==> config.mk <==
export PLATFORM = sky130hd
export DESIGN_NAME = cla_adder4
export DESIGN_NICKNAME = d
export VERILOG_FILES = /design/src/rtl/cla_pkg.sv /design/src/rtl/cla_block4.sv /design/src/rtl/cla_adder4.sv
export SDC_FILE = /design/constraint.sdc
export NUM_CORES = 1
export LEC_CHECK = 0
export ABC_CLOCK_PERIOD_IN_PS = 2800
export CORE_AREA = 2 2 39 41
export CTS_CLUSTER_DIAMETER = 200
export DETAILED_ROUTE_END_ITERATION = 8
export DIE_AREA = 0 0 41 43
export DONT_BUFFER_PORTS = 1
export PLACE_DENSITY = 0.48
export SLEW_MARGIN = 15
export SYNTH_ARGS = -nofsm -noshare
export SYNTH_HDL_FRONTEND = slang
export SYNTH_SLANG_ARGS = --single-unit
==> constraint.sdc <==
create_clock -name clk -period 2.8 [get_ports clk]
set_clock_uncertainty 0.15 [all_clocks]
set_input_delay 0.56 -clock clk [delete_from_list [all_inputs] [get_ports clk]]
set_output_delay 0.56 -clock clk [all_outputs]
set_load 0.05 [all_outputs]
==> src/rtl/cla_pkg.sv <==
// Shared constants, types and helpers for the carry-lookahead adder.
package cla_pkg;

  localparam int unsigned CLA_GROUP_W = 4;

  // Per-group propagate/generate pair feeding the second-level lookahead.
  typedef struct packed {
    logic p;
    logic g;
  } cla_pg_t;

  function automatic int unsigned cla_groups(input int unsigned width);
    return width / CLA_GROUP_W;
  endfunction

  function automatic logic cla_next_carry(input cla_pg_t grp, input logic ci);
    return grp.g | (grp.p & ci);
  endfunction

endpackage

==> src/rtl/cla_block4.sv <==
// Combinational 4-bit carry-lookahead unit with group propagate/generate terms.
module cla_block4 (
  input  logic [3:0] x,
  input  logic [3:0] y,
  input  logic       ci,
  output logic [3:0] s,
  output logic       pg,
  output logic       gg,
  output logic       co
);

  logic [3:0] g;
  logic [3:0] p;
  logic [3:0] c;

  assign g = x & y;
  assign p = x ^ y;

  // Every carry is a flat sum of products of g, p and ci; nothing ripples.
  assign c[0] = ci;
  assign c[1] = g[0] | (p[0] & ci);
  assign c[2] = g[1] | (p[1] & g[0]) | (p[1] & p[0] & ci);
  assign c[3] = g[2] | (p[2] & g[1]) | (p[2] & p[1] & g[0]) | (p[2] & p[1] & p[0] & ci);

  assign pg = &p;
  assign gg = g[3] | (p[3] & g[2]) | (p[3] & p[2] & g[1]) | (p[3] & p[2] & p[1] & g[0]);
  assign co = gg | (pg & ci);

  assign s = p ^ c;

endmodule

==> src/rtl/cla_adder4.sv <==
// Registered two-level carry-lookahead adder, WIDTH a positive multiple of 4.
// Define CLA_OVF_EN to add the registered signed-overflow output ovf.
module cla_adder4
  import cla_pkg::*;
#(
  parameter int unsigned WIDTH = 4
) (
  input  logic             clk,
  input  logic             rst,
  input  logic             in_valid,
  input  logic [WIDTH-1:0] x,
  input  logic [WIDTH-1:0] y,
  input  logic             cin,
  output logic [WIDTH-1:0] z,
  output logic             carry,
`ifdef CLA_OVF_EN
  output logic             ovf,
`endif
  output logic             out_valid
);

  localparam int unsigned NGroups = cla_groups(WIDTH);

  logic [WIDTH-1:0]   sum;
  logic [NGroups-1:0] pg;
  logic [NGroups-1:0] gg;
  logic [NGroups-1:0] co;
  logic [NGroups:0]   gc;
  cla_pg_t            grp [NGroups];

  assign gc[0] = cin;

  for (genvar k = 0; k < NGroups; k++) begin : g_grp
    cla_block4 u_blk (
      .x  (x[CLA_GROUP_W*k +: CLA_GROUP_W]),
      .y  (y[CLA_GROUP_W*k +: CLA_GROUP_W]),
      .ci (gc[k]),
      .s  (sum[CLA_GROUP_W*k +: CLA_GROUP_W]),
      .pg (pg[k]),
      .gg (gg[k]),
      .co (co[k])
    );
    assign grp[k]   = cla_pg_t'{p: pg[k], g: gg[k]};
    assign gc[k+1]  = cla_next_carry(grp[k], gc[k]);
  end

  // Group carries come from the second-level PG/GG chain; block co is redundant.
  logic unused_co;
  assign unused_co = ^co;

`ifdef CLA_OVF_EN
  logic msb_cin;
  assign msb_cin = sum[WIDTH-1] ^ x[WIDTH-1] ^ y[WIDTH-1];
`endif

  // Loading only under in_valid keeps X on idle inputs out of the registers.
  always_ff @(posedge clk) begin
    if (rst) begin
      z         <= '0;
      carry     <= 1'b0;
`ifdef CLA_OVF_EN
      ovf       <= 1'b0;
`endif
      out_valid <= 1'b0;
    end else begin
      out_valid <= in_valid;
      if (in_valid) begin
        z     <= sum;
        carry <= gc[NGroups];
`ifdef CLA_OVF_EN
        ovf   <= msb_cin ^ gc[NGroups];
`endif
      end
    end
  end

endmodule

==> metrics.txt <==
Fillers 159; Ant. Diodes 0; Area Overhead vs Synth 8.25%; met2 usage 14.1%; vias in the first global route 300; Global Route Usage Sum 11.1%; Via Count 308; Slew @ Worst Pin 506 ps; core footprint 1380 µm²; hold buffer count at cts 0; Final Hold Vio Count 0; area of the multi-input gates 241 µm²; final slew viol count 0; WL/cell 13.0 µm; share of synthesized registers carrying an async set or reset 0%; largest net degree at the start of global routing 12; fin cells 61; tightest hold margin 236 ps; CP max FO 2; Worst slew margin 66.2%; Die Area 1760 µm²; launch point of the worst path z[3]; synth warn 0; Setup Fix Bufs, Post-CTS 0; HP Class primary input to register; hpwl dp 643 µm; Worst-path clk slew 50 ps; Num CTS Buffers 3; Synth area leaders dfxtp_1 (30%), ha_1 (13%), inv_1 (5.7%); met1 Usage GRT 13.2%; reg-to-reg startpoint carry; Nets 64; pwr dens 578 nW/µm²; setup TNS 0 ps; Mapped Nets 61; Netlist Area Pre-Place 394 µm²; Post-synth top flop dfxtp_1; Max Fclk 630 MHz; Clock Latency Late Sink 240 ps; port bufs 0; Hold Path Origin rst; Detailed Route Iter0 Violations 4; Total Wirelength 791 µm; post-synthesis cell count 44; io pins 18; Clock Path Buffers 2; initial cell density of the core 28.5%; WP data arrival 880 ps; flops & latches, synth 6; # H-tree levels 1; status finished clean; GRT Max-Usage Layer met2; static leakage 0.182 nW; startpoint types register; layout cells sized above 1 13.3%; CP Capture Type output port; routing usage on met3 1.57%; worst vdd ir 0.137 mV; final setup margin 1210 ps; gpl congestion 0.683; post-layout minimum cycle time 1590 ps; Crit Path Category register to output port; initial antenna violation count 0; register area 120 µm²; # resized after CTS 0; DP Worst Slack 1000 ps; TritonRoute pass-1 iters 2; vias per inst 5.05; unrepaired setup endpoints after global routing no; share of the synthesized area in the top cell type 30.5%; Commonest cells post-synth dfxtp_1 (6), inv_1 (6), nor2_1 (5); final setup fails 0; Final Cycle Share 56.7%; CTS tree yes; Root Buffer clkbuf_4; Die Span Y 43 µm; max-cap viol count 0; die width 41 µm; total grt overflow 0; WP data required 2090 ps; Synth cell types 24; Inst Count DP 58; Post-Syn Area per Cell 8.96 µm²; first-pass GRT wire length 1.23 mm; largest area contributor in the netlist dfxtp_1; Post-synth EDFFs 0; register area share after synthesis 30.5%; Post-DRT Antenna Nets 0; DRC 0; # rows 14; CTS sink count 6
==> stage by stage <==
step	utilization (%)	area (µm²)	power, mW
finish	30.8	427	0.247
global placement	29.2	404	0.169
detailed placement	29.2	404	0.169
CTS	30.8	427	0.254
floorplan	-	394	0.164
global route	30.8	427	0.262
==> metal layers <==
metal	wire length (µm)	part of all wire [%]
met1	348	44
met3	50	6.3
met2	371	47
met4	20	2.5
met5	0	0
==> layout make-up <==
class	count	area share [%]
Clock buffer	3	5.28
Inverter	6	5.28
Sequential cell	6	28.2
Multi-Input combinational cell	30	56.6
Tap cell	16	4.69
==> power by group <==
group | internal (mW) | leakage, nW | switching, mW
Clock | 0.0485 | 0.0138 | 0.0315
Sequential | 0.0936 | 0.0497 | 0.0316
Combinational | 0.0210 | 0.118 | 0.0204
Total | 0.163 | 0.182 | 0.0835
==> path summary, 6_finish.rpt <==
path | slack [ps] | cells after the start | endpoint
hold reg to reg | 570 | 2 | z[2]
setup reg to reg | 1530 | 3 | carry
setup / recovery | 1210 | 0 | z[3]
hold / removal | 240 | 1 | z[1]
==> registers in the layout, summed over array words and instances, names as in the netlist <==
name	count
out_valid	1
z	4
carry	1
==> cells in the final DEF, fill, tap and decap left out, drive strengths merged, types with 2 or more instances in the layout <==
| master | netlist | routed |
|---|---|---|
| nor3b | 2 | 2 |
| o21ai | 2 | 2 |
| nor2 | 5 | 5 |
| inv | 6 | 6 |
| ha | 4 | 4 |
| a211oi | 2 | 2 |
| clkbuf | 0 | 3 |
| dfxtp | 6 | 6 |
==> kinds of logic (layout without fill, tap and decap cells) <==
group                      Yosys count  count (layout)  share of synthesized area, %
AOI/OAI and AO/OA                   10              10                          20.3
xor gates and xnor gates             1               1                          2.22
adders and majority gates            5               5                          17.8
buffers and inverters                8               9                          8.25
DFF                                  6               6                          30.5
muxes                                1               1                          2.54
and+or+nand+nor                     13              13                          18.4
No activity file was read; power rests on OpenSTA's default activity.
